$ cat src/rtl/csa_pipe_adder_if.sv
// ============================================================================
// Module      : csa_pipe_adder_if
// Description : Operand/result handshake bundle for csa_pipe_adder.
// Revision    : 1.0 - initial release
// ============================================================================
`default_nettype none

interface csa_pipe_adder_if #(
    parameter int WIDTH = 16
);
    logic             i_valid;
    logic             i_ready;
    logic [WIDTH-1:0] i_add_term1;
    logic [WIDTH-1:0] i_add_term2;
    logic             i_cin;
    logic             o_valid;
    logic             o_ready;
    logic [WIDTH-1:0] sum;
    logic             cout;
    logic             ovf;

    // Producer/consumer side
    modport master (
        output i_valid, i_add_term1, i_add_term2, i_cin, o_ready,
        input  i_ready, o_valid, sum, cout, ovf
    );

    // Adder side
    modport slave (
        input  i_valid, i_add_term1, i_add_term2, i_cin, o_ready,
        output i_ready, o_valid, sum, cout, ovf
    );
endinterface

`default_nettype wire

$ cat src/rtl/csa_pipe_adder.sv
// ============================================================================
// Module      : csa_pipe_adder
// Description : Two-stage pipelined carry-select adder with valid/ready flow.
// Revision    : 1.0 - initial release
// ============================================================================
`default_nettype none

module csa_pipe_adder #(
    parameter int WIDTH = 16,
    parameter int BLK_W = 4
) (
    input  wire              clk,
    input  wire              rst_n,
    csa_pipe_adder_if.slave  bus
);

    localparam int NUM_BLK = WIDTH / BLK_W;

    if (((WIDTH % BLK_W) != 0) || (WIDTH < 2 * BLK_W)) begin : g_bad_param
        $error("csa_pipe_adder: WIDTH must be a multiple of BLK_W and >= 2*BLK_W");
    end

    logic                              w_en;
    logic [NUM_BLK-1:0][BLK_W-1:0]     w_sum0;
    logic [NUM_BLK-1:0]                w_c0;
    logic [NUM_BLK-1:1][BLK_W-1:0]     w_sum1;
    logic [NUM_BLK-1:1]                w_c1;

    logic [NUM_BLK-1:0][BLK_W-1:0]     r_sum0;
    logic [NUM_BLK-1:0]                r_c0;
    logic [NUM_BLK-1:1][BLK_W-1:0]     r_sum1;
    logic [NUM_BLK-1:1]                r_c1;
    logic                              r_a_msb;
    logic                              r_b_msb;
    logic                              r_v1;

    logic [NUM_BLK-1:0][BLK_W-1:0]     w_res;
    logic                              w_carry;
    logic                              w_ovf;

    logic [WIDTH-1:0]                  r_sum;
    logic                              r_cout;
    logic                              r_ovf;
    logic                              r_o_valid;

    assign w_en        = !r_o_valid || bus.o_ready;
    assign bus.i_ready = w_en;

    // Block 0 sees the real carry-in; upper blocks precompute both outcomes.
    for (genvar k = 0; k < NUM_BLK; k++) begin : g_blk
        logic [BLK_W-1:0] w_a;
        logic [BLK_W-1:0] w_b;
        assign w_a = bus.i_add_term1[k*BLK_W +: BLK_W];
        assign w_b = bus.i_add_term2[k*BLK_W +: BLK_W];
        if (k == 0) begin : g_lsb
            assign {w_c0[k], w_sum0[k]} = {1'b0, w_a} + {1'b0, w_b} + {{BLK_W{1'b0}}, bus.i_cin};
        end else begin : g_spec
            assign {w_c0[k], w_sum0[k]} = {1'b0, w_a} + {1'b0, w_b};
            assign {w_c1[k], w_sum1[k]} = {1'b0, w_a} + {1'b0, w_b} + {{BLK_W{1'b0}}, 1'b1};
        end
    end

    always_ff @(posedge clk or negedge rst_n) begin
        if (!rst_n) begin
            r_sum0  <= '0;
            r_c0    <= '0;
            r_sum1  <= '0;
            r_c1    <= '0;
            r_a_msb <= 1'b0;
            r_b_msb <= 1'b0;
            r_v1    <= 1'b0;
        end else if (w_en) begin
            r_sum0  <= w_sum0;
            r_c0    <= w_c0;
            r_sum1  <= w_sum1;
            r_c1    <= w_c1;
            r_a_msb <= bus.i_add_term1[WIDTH-1];
            r_b_msb <= bus.i_add_term2[WIDTH-1];
            r_v1    <= bus.i_valid;
        end
    end

    // Select chain: each block's carry-out picks the next block's pair.
    always_comb begin
        w_res    = '0;
        w_carry  = r_c0[0];
        w_res[0] = r_sum0[0];
        for (int k = 1; k < NUM_BLK; k++) begin
            if (w_carry) begin
                w_res[k] = r_sum1[k];
                w_carry  = r_c1[k];
            end else begin
                w_res[k] = r_sum0[k];
                w_carry  = r_c0[k];
            end
        end
    end

    assign w_ovf = (r_a_msb == r_b_msb) && (w_res[NUM_BLK-1][BLK_W-1] != r_a_msb);

    always_ff @(posedge clk or negedge rst_n) begin
        if (!rst_n) begin
            r_sum     <= '0;
            r_cout    <= 1'b0;
            r_ovf     <= 1'b0;
            r_o_valid <= 1'b0;
        end else if (w_en) begin
            r_sum     <= w_res;
            r_cout    <= w_carry;
            r_ovf     <= w_ovf;
            r_o_valid <= r_v1;
        end
    end

    assign bus.sum     = r_sum;
    assign bus.cout    = r_cout;
    assign bus.ovf     = r_ovf;
    assign bus.o_valid = r_o_valid;

endmodule

`default_nettype wire

$ cat src/flat_wrapper.sv
// flat-port wrapper written by rule: the top's interface ports become plain ports
module csa_pipe_adder_flat 
#(
    parameter int WIDTH = 16,
    parameter int BLK_W = 4
)
  (clk, rst_n, bus_i_valid, bus_i_add_term1, bus_i_add_term2, bus_i_cin, bus_o_ready, bus_i_ready, bus_o_valid, bus_sum, bus_cout, bus_ovf);
  csa_pipe_adder_if #(.WIDTH(WIDTH)) bus_i ();
  input  wire clk;
  input  wire rst_n;
  input wire logic [$bits(bus_i.i_valid)-1:0] bus_i_valid;
  input wire logic [$bits(bus_i.i_add_term1)-1:0] bus_i_add_term1;
  input wire logic [$bits(bus_i.i_add_term2)-1:0] bus_i_add_term2;
  input wire logic [$bits(bus_i.i_cin)-1:0] bus_i_cin;
  input wire logic [$bits(bus_i.o_ready)-1:0] bus_o_ready;
  output wire logic [$bits(bus_i.i_ready)-1:0] bus_i_ready;
  output wire logic [$bits(bus_i.o_valid)-1:0] bus_o_valid;
  output wire logic [$bits(bus_i.sum)-1:0] bus_sum;
  output wire logic [$bits(bus_i.cout)-1:0] bus_cout;
  output wire logic [$bits(bus_i.ovf)-1:0] bus_ovf;
  assign bus_i.i_valid = bus_i_valid;
  assign bus_i.i_add_term1 = bus_i_add_term1;
  assign bus_i.i_add_term2 = bus_i_add_term2;
  assign bus_i.i_cin = bus_i_cin;
  assign bus_i.o_ready = bus_o_ready;
  assign bus_i_ready = bus_i.i_ready;
  assign bus_o_valid = bus_i.o_valid;
  assign bus_sum = bus_i.sum;
  assign bus_cout = bus_i.cout;
  assign bus_ovf = bus_i.ovf;
  csa_pipe_adder #(.WIDTH(WIDTH), .BLK_W(BLK_W)) u_core (.clk(clk), .rst_n(rst_n), .bus(bus_i));
endmodule
$ cat config.mk
export PLATFORM = sky130hd
export DESIGN_NAME = csa_pipe_adder_flat
export DESIGN_NICKNAME = d
export VERILOG_FILES = /design/src/rtl/csa_pipe_adder_if.sv /design/src/rtl/csa_pipe_adder.sv /design/src/flat_wrapper.sv
export SDC_FILE = /design/constraint.sdc
export NUM_CORES = 1
export LEC_CHECK = 0
export CAP_MARGIN = 30
export CORE_ASPECT_RATIO = 1.5
export CORE_MARGIN = 3
export CORE_UTILIZATION = 26
export CTS_BUF_LIST = sky130_fd_sc_hd__clkbuf_4
export DETAILED_ROUTE_END_ITERATION = 10
export GPL_ROUTABILITY_DRIVEN = 0
export PLACE_DENSITY = 0.55
export SETUP_SLACK_MARGIN = 0.5
export SYNTH_ARGS = -nofsm -noshare
export SYNTH_HDL_FRONTEND = slang
export SYNTH_SLANG_ARGS = --single-unit
$ cat constraint.sdc
create_clock -name clk -period 2.45 [get_ports clk]
set_clock_uncertainty 0.2 [all_clocks]
set_input_delay 0.49 -clock clk [delete_from_list [all_inputs] [get_ports clk]]
set_output_delay 0.49 -clock clk [all_outputs]
set_load 0.005 [all_outputs]
==> metrics.cfg <==
[status]
run_status=finished clean

[job]
maxCapViolations=0

[global_route]
antenna_found_initial=0
grt_pass1_vias=2531
grt_max_degree=67
gr-total-overflow=0
grt_first_pass_wirelength_um=11860
grtUsageTotal=0.1149

[setup_path]
worst_path_largest_cell_delay_ns=0.46
r2r_slack_ns=0.67
worstSetupPathType=in2reg
r2r-end=u_core.bus.ovf$_DFFE_PN0P_
cp.required_ns=2.54
r2r-start=u_core.r_c0[0]$_DFFE_PN0P_
cp_max_fo=2
cp.arrival_ns=2.09
critPathMostFrequentCell=ha_4
cp-start-kind=primary input
r2r_cells=5
crit_chain=buf_6, ha_4, inv_4, fa_2, inv_2, ha_4, nand2_2, a2111oi_4, o221a_1, a211oi_2
end_kind=flip-flop
cpMaxStageDelayCell=fa_2

[logic_synthesis]
synth_xor_area_frac=0.05526
synth_fa_ha_area_frac=0.1056
synth_compound_area_frac=0.1223
synth_edf_count=0
ys_types=41
postSynthCellCount=304
synthFlopType=dfrtp_1
synth_mux_area_frac=0.07436
syn_nets=364
ys_seq_area_frac=0.4632
yosysTopAreaCell=dfrtp_1
synth-simple-area-share=0.1467
yosysTopAreaCellShare=0.4632
ys_ff_latch=57
synth_top_family_by_area=simple AND/OR/NAND/NOR gates
ys_warn_count=0
synthTopCellsByArea=dfrtp_1, nand2_1, ha_1, mux2i_1, fa_1
syn_area_per_cell_um2=10.13
synthArstFlopShare=1.000
syn_area_um2=3079

[clock_tree]
cts_sinks=57
insertion_delay_ns=0.40
path_clk_slew_ns=0.10
tritoncts=yes
numCtsBuffers=9
cts_buffer_depth=2
cts_htree_levels=3
root_buffer=clkbuf_4

[floorplan]
die-area_um2=13210
start_util=0.2670
rows=48
fp.dieW_um=94.86
fp.coreArea_um2=11530
ios=57
die_h_um=139.3

[timing]
whs_ns=0.2660
rsz0062_at_grt=true
fmax_mhz=499.8
max_slew_margin=0.6812
timing.final.crit_share=0.8166
hold_viol=0
report.final.setup_viol=0
tightest_slew_ns=0.4782
slew_viol_final=0
finalCriticalPeriod_ns=2.001

[power_and_ir_drop]
switching_share=0.3272
fin_total_pwr_w=0.003014
p_sw_w=0.0009862
p_int_w=0.002028
p_comb_frac=0.376
p_seq_frac=0.441
power_leakage_nw=2.047
power.density_nw_per_um2=676.6
vdd_drop_max_v=0.0003539
clkPwrFrac=0.184

[detailed_routing]
drt_pass1_iterations=4
routedWlPerCell_um=12.65
num_vias=2443
vias_per_cell=4.434
remaining_drc_errors=0
routed_wl_um=6972
initialDrtViolationCount=120
drtAntennaViolNets=0

[layout]
area_growth_pct=44.66
drive_above_1_share=0.2818
diodes=0
nets=456

[worst_hold_path]
hp-class=in2reg
holdPathEnd=u_core.r_sum0[4]$_DFFE_PN0P_
min_from=bus_i_add_term1[4]
holdPathStages=4

[placed_design]
dp.final_hpwl_um=4986
portBuffers=56

## through the flow
step / cells / setup TNS (ns) / cell area [um2] / util / setup slack, ns
finish: 551 / 0 / 4454 / 0.3863 / 0.4492
global route: 551 / 0 / 4454 / 0.3863 / 0.4472
CTS: 548 / 0 / 4390 / 0.3808 / 0.4204
detailed placement: 522 / -2.350 / 4156 / 0.3605 / -0.4346
global placement: 522 / -2.206 / 4156 / 0.3605 / -0.3777
floorplan: 304 / 0 / 3256 / - / 0.1697
## synthesized netlist by cell type (4+ instances only)
master     n
o21ai_1    5
clkbuf_1   5
mux2i_1   15
inv_1     11
fa_1       5
xnor2_1    4
xor2_1     4
o21ai_0   15
nand2_1   79
nor2_1    15
a21o_1     5
o21a_1     6
dfrtp_1   57
a21oi_1   11
buf_1      4
ha_1      18
nand3_1    5
## per-layer routing
layer / track usage / routed length [um] / vias up
met1: 0.1306 / 2866 / 1165
met3: 0.03732 / 354 / 12
met5: 0 / 0 / -
met4: 0.04943 / 142 / 0
met2: 0.1941 / 3609 / 54
li1: - / - / 1212
## registers in the layout, summed over array words and instances, names as in the netlist
name                flops
u_core.r_c0             4
u_core.bus.o_valid      1
u_core.r_c1             3
u_core.r_v1             1
u_core.bus.ovf          1
u_core.r_b_msb          1
u_core.bus.cout         1
u_core.r_sum1          12
u_core.r_a_msb          1
u_core.bus.sum         16
u_core.r_sum0          16
## power groups by stage
stage	clock network [W]	logic [W]	registers [W]
floorplan	0	0.000608	0.00133
global placement	0	0.00111	0.00135
detailed placement	0	0.00112	0.00136
CTS	0.000593	0.00113	0.00133
global route	0.000629	0.00127	0.00137
finish	0.000554	0.00113	0.00133
## worst max-delay path, delay by kind of cell
family	cells	cell delay [ns]
buffers and inverters	3	0.23
AOI/OAI and AO/OA	3	0.55
adders and majority gates	3	0.77
and+or+nand+nor	1	0.07
## cells by family (layout without fill, tap and decap cells)
family,Yosys count,count (layout)
AOI/OAI and AO/OA,56,56
and+or+nand+nor,111,111
DFF,57,57
xor gates and xnor gates,13,13
muxes,20,20
buffers and inverters,24,121
adders and majority gates,23,23
## how the worst max path moves through the flow
stage | start | end | slack [ns] | cells after the start
detailed placement | bus_i_add_term1[8] | u_core.r_c1[2]$_DFFE_PN0P_ | -0.43 | 10
floorplan | bus_i_add_term1[8] | u_core.r_c1[2]$_DFFE_PN0P_ | 0.17 | 9
CTS | bus_i_add_term2[8] | u_core.r_c1[2]$_DFFE_PN0P_ | 0.42 | 10
finish | bus_i_add_term1[8] | u_core.r_c1[2]$_DFFE_PN0P_ | 0.45 | 10
global route | bus_i_add_term1[8] | u_core.r_sum1[7]$_DFFE_PN0P_ | 0.45 | 8
global placement | bus_i_add_term1[4] | u_core.r_c1[1]$_DFFE_PN0P_ | -0.38 | 10
## layout by cell type (no fill, tap or decap), types with 4 or more instances in the layout
cell / count
dlygate4sd2_1: 28
a21o_1: 5
o21ai_0: 14
buf_4: 30
a21oi_1: 8
ha_1: 9
mux2i_1: 15
nor2_1: 15
inv_2: 7
nand2_1: 77
dfrtp_1: 57
buf_6: 8
buf_2: 4
ha_4: 9
fa_2: 5
a2111oi_4: 4
nand3_1: 5
clkdlybuf4s50_1: 13
o21a_1: 6
clkbuf_4: 11
o21ai_1: 6
clkinv_2: 4
## final cells by class
cell class | count | area [um2]
Inverter | 12 | 53.80
Clock inverter | 5 | 22.52
Clock buffer | 11 | 82.58
Multi-Input combinational cell | 223 | 1849
Tap cell | 150 | 187.7
Sequential cell | 57 | 1426
Fill cell | 1157 | 7077
Timing Repair Buffer | 93 | 832.0
## timing repair
| action | in CTS | in global routing |
|---|---|---|
| hold buffers | 1 | 0 |
| setup buffers | 9 | 3 |
| pin swaps | 24 | 16 |
| resized for setup | 93 | 13 |
| endpoints found under the hold margin | 11 | 0 |
| endpoints found under the setup margin | 38 | 8 |
Note: power is estimated with default switching activity, not from simulation.
==> variant 1: new RTL, config.mk and constraints unchanged <==
`WIDTH` is set to 16 in 3 places; all go to 32.
--- a/src/rtl/csa_pipe_adder_if.sv
+++ b/src/rtl/csa_pipe_adder_if.sv
@@ -7,5 +7,5 @@
 
 interface csa_pipe_adder_if #(
-    parameter int WIDTH = 16
+    parameter int WIDTH = 32
 );
     logic             i_valid;
--- a/src/rtl/csa_pipe_adder.sv
+++ b/src/rtl/csa_pipe_adder.sv
@@ -7,5 +7,5 @@
 
 module csa_pipe_adder #(
-    parameter int WIDTH = 16,
+    parameter int WIDTH = 32,
     parameter int BLK_W = 4
 ) (
--- a/src/flat_wrapper.sv
+++ b/src/flat_wrapper.sv
@@ -2,5 +2,5 @@
 module csa_pipe_adder_flat 
 #(
-    parameter int WIDTH = 16,
+    parameter int WIDTH = 32,
     parameter int BLK_W = 4
 )
Ports: changed (resized bus_i_add_term1, bus_i_add_term2 and bus_sum); port bits go from 57 to 105. No check against the original RTL was run, so the function may have changed too.
==> variant 1 against the unedited design <==
Via count increased by 88%; count of clock-buffer cells in the layout increased by 6; sequential share of layout area increased by 1.3 points; non-clock buffer count increased by 76; sequential cell count increased by 56; area after synthesis increased by 91%; design area increased by 91%; power increased by 130%; clock power increased to 3.1 times the old value; worst hold slack improved by 0.0027 ns; wire length increased by 91%; setup slack got worse by 0.29 ns.
==> variant 1: results (changes against the unedited design) <==
Run status
  – Status: complete, no violations

CTS
  – Clock-pin slew of the registers on the worst-case setup and hold paths: 0.11 ns
  – Buffer count from post-CTS setup fixing: 10 (+1)
  – Skew-Pair Late Insertion Delay: 0.53 ns (+0.13 ns)
  – Root Driver: clkbuf_4
  – Resized cells post-CTS: 81 (-13%)
  – H-tree depth: 4 (+1)
  – # hold bufs at CTS: 1 (unchanged)
  – Number of CTS-inserted buffers: 17 (+8)
  – Clock Tree Buf Depth: 2 (unchanged)

Worst setup path
  – Crit path DAT: 2.49 ns (+0.40 ns)
  – CP delay by family, top: multiplexers
  – CP max stage cell: dfrtp_2
  – Biggest cell delay along the critical path: 0.43 ns (-0.03 ns)
  – CP max FO: 6 (+4)

Routing
  – Total Routed Length: 13.3 mm (+91%)
  – Antenna-violating nets left: 0 (unchanged)
  – Initial DRC count: 147 (+23%)
  – First-pass DRT Iterations: 4 (unchanged)
  – Via/cell ratio: 4.38 (-1.2%)

Job
  – Max-cap viol count: 0 (unchanged)

Global route
  – Initial antenna violation count: 1 (+1)
  – First-pass GRT wire length: 22.9 mm (+93%)
  – Vias in the first global route: 4,807 (+90%)
  – Tot GR Track Use: 11.8% (+0.27 points)
  – Largest net degree at the start of global routing: 120 (+79%)

Timing
  – Relative slew slack: 68.3% (+0.20 points)
  – Final setup vio count: 0 (unchanged)

Finish
  – Post-Layout Cell Count: 1,048 (+90%)
  – Filler Cells Inserted: 2,210 (+91%)
  – Ratio of cells with drive above 1 in the final layout: 23.9% (-4.3 points)
  – Nets: 879 (+93%)

Placed design
  – Post-DP HPWL: 9.26 mm (+86%)
  – Buffers added on ports: 104 (+86%)
  – Setup slack at placement: -0.108 ns (+0.326 ns)

Synth
  – Post-synthesis sequential area ratio: 48.1% (+1.7 points)
  – Primary FF master, synth: dfrtp_1
  – Synth async-reset ratio: 100% (unchanged)
  – Synthesized net count: 717 (+97%)
  – Synthesis Warnings: 0 (unchanged)
  – Commonest cells post-synth: 144 x nand2_1, 113 x dfrtp_1, 49 x nor2_1
  – Library cells used by synthesis: 37 (-9.8%)
  – Synth area leaders: dfrtp_1 48%, nand2_1 9.2%, ha_1 8.1%, mux2i_1 4.9%, a21oi_1 3.6%
  – Syn_area_per_cell: 9.79 sq um (-3.3%)

Power and ir drop
  – VDD IR max: 0.439 mV (+24%)
  – P_leak: 3.85 nW (+88%)
  – Internal power: 0.00481 W (+140%)

Hold path
  – Worst Hold Class: register to register
[variant 1: cell count changes in the layout (fill, tap and decap cells not counted), moves of 11 or more]
cell / before / now
a21oi_1: 8 / 29
buf_4: 30 / 55
clkdlybuf4s15_1: 2 / 23
clkdlybuf4s50_1: 13 / 67
dfrtp_1: 57 / 112
dlygate4sd2_1: 28 / 0
ha_1: 9 / 24
mux2i_1: 15 / 26
nand2_1: 77 / 144
nor2_1: 15 / 49
o21ai_0: 14 / 31
[variant 1: worst reg2reg max path: stages, from the launching register on]
cell and delay, ns:
dfrtp_2 0.43, mux2i_4 0.35, a21boi_2 0.24, or2_4 0.19, nor4b_4 0.06, a311oi_4 0.23
buf_6 0.17, mux2i_4 0.22, o21ai_1 0.07
[variant 1: final timing paths]
kind | end | slack, ns | start | cells after the start
max in group asynchronous | u_core.r_c0[0] | 1.44 | rst_n | 3
worst min-delay path | u_core.r_v1 | 0.27 | u_core.r_v1 | 2
worst max-delay path | u_core.bus.cout | 0.16 | u_core.r_c0[0] | 8
min in group asynchronous | u_core.bus.sum[26] | 0.30 | rst_n | 3
worst max register to register | u_core.bus.cout | 0.16 | u_core.r_c0[0] | 8
worst min register to register | u_core.r_v1 | 0.27 | u_core.r_v1 | 2
[variant 1: power groups by stage]
| stage | Sequential [W] | Combinational [W] | Clock [W] |
|---|---|---|---|
| floorplan | 0.00271 | 0.00133 | 0 |
| global placement | 0.00272 | 0.00248 | 0 |
| detailed placement | 0.00274 | 0.00250 | 0 |
| CTS | 0.00270 | 0.00252 | 0.00182 |
| global route | 0.00277 | 0.00287 | 0.00189 |
| finish | 0.00270 | 0.00256 | 0.00174 |
[variant 1: cell type report]
cell class	count	area, sq um	area share [%]
multi-input combinational	455	3390	39.9
sequential	113	2830	33.3
tap	272	340	4.01
antenna	1	2.50	0.0295
clock buffer	17	128	1.50
inverter	7	28.8	0.339
clock inverter	14	219	2.58
timing repair buffer	169	1560	18.3
[variant 1: routing by layer]
metal | up-vias | wire, um | GRT usage [%]
met5 | - | 0 | 0
met1 | 2179 | 5430 | 12.9
met2 | 75 | 7190 | 20.9
met4 | 0 | 196 | 4.37
met3 | 10 | 530 | 3.73
li1 | 2328 | - | -
[variant 1: per-stage QoR]
stage	hold slack (ns)	cell area [sq um]	total power, W
finish	0.269	8490	0.00699
floorplan	-0.00559	6180	0.00403
CTS	0.191	8330	0.00704
detailed placement	0.252	7880	0.00524
global route	0.203	8490	0.00754
global placement	0.245	7880	0.00520
[variant 1: kinds of logic after synthesis]
group / Yosys count / synth area share (%)
AO/OA/AOI/OAI: 110 / 11.1
XOR/XNOR: 37 / 5.51
adder cells (fa/ha/maj): 47 / 11.1
buffers and inverters: 33 / 2.25
flip-flops: 113 / 48.1
multiplexers: 32 / 5.78
AND/OR/NAND/NOR: 229 / 16.2
==> variant 2: new RTL, same settings <==
Made on the original files. Reset style: synchronous (`rst_n`), changed in 2 clocked blocks.
--- a/src/rtl/csa_pipe_adder.sv
+++ b/src/rtl/csa_pipe_adder.sv
@@ -61,5 +61,5 @@
     end
 
-    always_ff @(posedge clk or negedge rst_n) begin
+    always_ff @(posedge clk) begin
         if (!rst_n) begin
             r_sum0  <= '0;
@@ -99,5 +99,5 @@
     assign w_ovf = (r_a_msb == r_b_msb) && (w_res[NUM_BLK-1][BLK_W-1] != r_a_msb);
 
-    always_ff @(posedge clk or negedge rst_n) begin
+    always_ff @(posedge clk) begin
         if (!rst_n) begin
             r_sum     <= '0;
Function: differs if rst_n is asserted again (counterexample within 4 cycles, from zero or initial values and one cycle with rst_n low); with rst_n held inactive, the same outputs for 10 cycles.
==> variant 2 against the unedited design <==
Worst hold slack worse by 0.013 ns; design area fell by 6.6%; area after synthesis shrank 6.0%; count of clock-buffer cells in the layout decreased by 1; sequential cell count is the same; global-route usage grew 0.80 points; clock power decreased by 9.0%; via count grew 7.9%; setup slack lost 0.0025 ns; sequential power decreased by 18%; power fell by 24%; first-iteration DRC count decreased by 48%; wire length rose by 7.0%; largest power group unchanged.
==> variant 2: results (changes against the unedited design) <==
Synth
  – Primary FF master, synth: dfxtp_1
  – Synth area leaders: dfxtp_1 39%, ha_1 7.8%, a21oi_1 5.9%, mux2i_1 5.5%, nand2_1 5.3%
  – Synthesized net count: 392 (+7.7%)
  – Synthesis Warnings: 0 (unchanged)
  – Library cells used by synthesis: 43 (+4.9%)
  – Commonest cells post-synth: 57 x dfxtp_1, 41 x nand2_1, 34 x a21oi_1
  – Post-synthesis sequential area ratio: 39.4% (-6.9 points)
  – Synth async-reset ratio: 0% (-100 points)

Power and ir drop
  – Switching pwr: 0.000687 W (-30%)
  – VDD IR max: 0.180 mV (-49%)
  – P_leak: 1.85 nW (-9.7%)

Worst setup path
  – Worst reg2reg startpoint: u_core.r_c0[0]
  – Crit path from: bus_i_add_term2[14]
  – R2R depth: 4 (-1)
  – Crit path DAT: 2.14 ns (+0.05 ns)
  – CP max FO: 5 (+3)

Finish
  – Ratio of cells with drive above 1 in the final layout: 24.5% (-3.7 points)
  – Filler Cells Inserted: 1,122 (-3.0%)
  – Nets: 470 (+3.1%)

Global route
  – Vias in the first global route: 2,575 (+1.7%)
  – Initial antenna violation count: 1 (+1)
  – Tot GR Track Use: 12.3% (+0.80 points)
  – First-pass GRT wire length: 12.0 mm (+1.3%)
  – Largest net degree at the start of global routing: 42 (-37%)

CTS
  – Clock-pin slew of the registers on the worst-case setup and hold paths: approximately 0.090 ns
  – Root Driver: clkbuf_4
  – Number of CTS-inserted buffers: 9 (unchanged)
  – Skew-Pair Late Insertion Delay: 0.39 ns
  – Clock Tree Buf Depth: 2 (unchanged)
  – H-tree depth: 3 (unchanged)

Routing
  – Total Routed Length: 7.46 mm (+7.0%)
  – First-pass DRT Iterations: 4 (unchanged)
  – DR WL met2: 4.00 mm (+11%)
  – WL met3: 227 um (-36%)
  – Met1 wire length: 2.98 mm (+4.1%)
  – Uppermost layer routed: met4
  – Initial DRC count: 62 (-48%)
  – Via/cell ratio: 4.73 (+6.7%)

Hold path
  – Hold Path Cell Cnt: 2 (-2)
  – Worst Hold Class: register to register
  – Hold_sp: u_core.bus.sum[0]

Placed design
  – Buffers added on ports: 56 (unchanged)
  – Post-DP HPWL: 5.32 mm (+6.7%)

Run status
  – Status: complete, no violations

Timing
  – Slew Limit Fails: 0 (unchanged)
  – Relative slew slack: 70.6% (+2.5 points)
variant 2: cell count changes in the layout (fill, tap and decap cells not counted), sizes merged, moves of 10 or more:
cell,before,now
a21oi,13,34
buf,44,34
nand2,79,41
a211oi,2,13
nor2,15,32
dfxtp,0,57
dfrtp,57,0
variant 2: power by group through the flow:
stage	logic (W)	registers (W)	clock network [W]
after global placement	0.000632	0.00111	0
after floorplan	0.000380	0.00110	0
after CTS	0.000669	0.00109	0.000530
after detailed placement	0.000643	0.00111	0
final	0.000689	0.00109	0.000504
after global routing	0.000763	0.00111	0.000570
variant 2: through the flow:
step / setup TNS (ns) / instances / setup slack, ns / util, % / instance area, sq um
floorplan: 0 / 332 / 0.212 / - / 3010
global placement: -1.69 / 539 / -0.366 / 36.2 / 3870
detailed placement: -1.93 / 539 / -0.391 / 36.2 / 3870
CTS: 0 / 555 / 0.501 / 38.0 / 4070
global route: 0 / 557 / 0.400 / 38.9 / 4160
finish: 0 / 557 / 0.447 / 38.9 / 4160
variant 2: timing repair:
action	4_1_cts	5_1_grt
gates cloned	0	0
pin swaps	17	18
buffers inserted	3	1
endpoints found under the setup margin	38	15
gates resized for setup	79	33
variant 2: per-layer routing:
layer	track usage (%)	vias to the layer above
li1	-	1328
met1	12.9	1246
met2	22.6	46
met3	2.33	16
met4	7.11	0
met5	0	-
variant 2: layout make-up:
type,instances,area (sq um),share of cell area [%]
Multi-Input combinational cell,241,1900,45.6
Sequential cell,57,1150,27.7
Timing Repair Buffer,85,781,18.8
Tap cell,144,180,4.33
Clock buffer,10,75.1,1.80
Inverter,16,62.6,1.50
Clock inverter,3,11.3,0.271
Antenna cell,1,2.50,0.0601
variant 2: kinds of logic after synthesis:
logic type               count (synthesis)  share of synthesized area (%)
XOR/XNOR                                 5                           1.99
buffers and inverters                   34                           4.88
multiplexers                            18                           7.09
AO/OA/AOI/OAI                           86                           18.7
flip-flops                              57                           39.4
adder cells (fa/ha/maj)                 23                           11.2
AND/OR/NAND/NOR                        109                           16.7
variant 2: worst max-delay path: stages:
cell	delay (ns)
clkdlybuf4s50_1	0.52
ha_4	0.23
xor2_1	0.15
buf_4	0.17
nor3b_2	0.20
xnor3_1	0.23
a21oi_1	0.14
variant 2: path summary, 6_finish.rpt:
| check | end | slack, ns |
|---|---|---|
| min reg2reg | u_core.bus.sum[0] | 0.25 |
| min | u_core.bus.sum[0] | 0.25 |
| max | u_core.r_sum1[11] | 0.45 |
| max reg2reg | u_core.bus.cout | 0.60 |
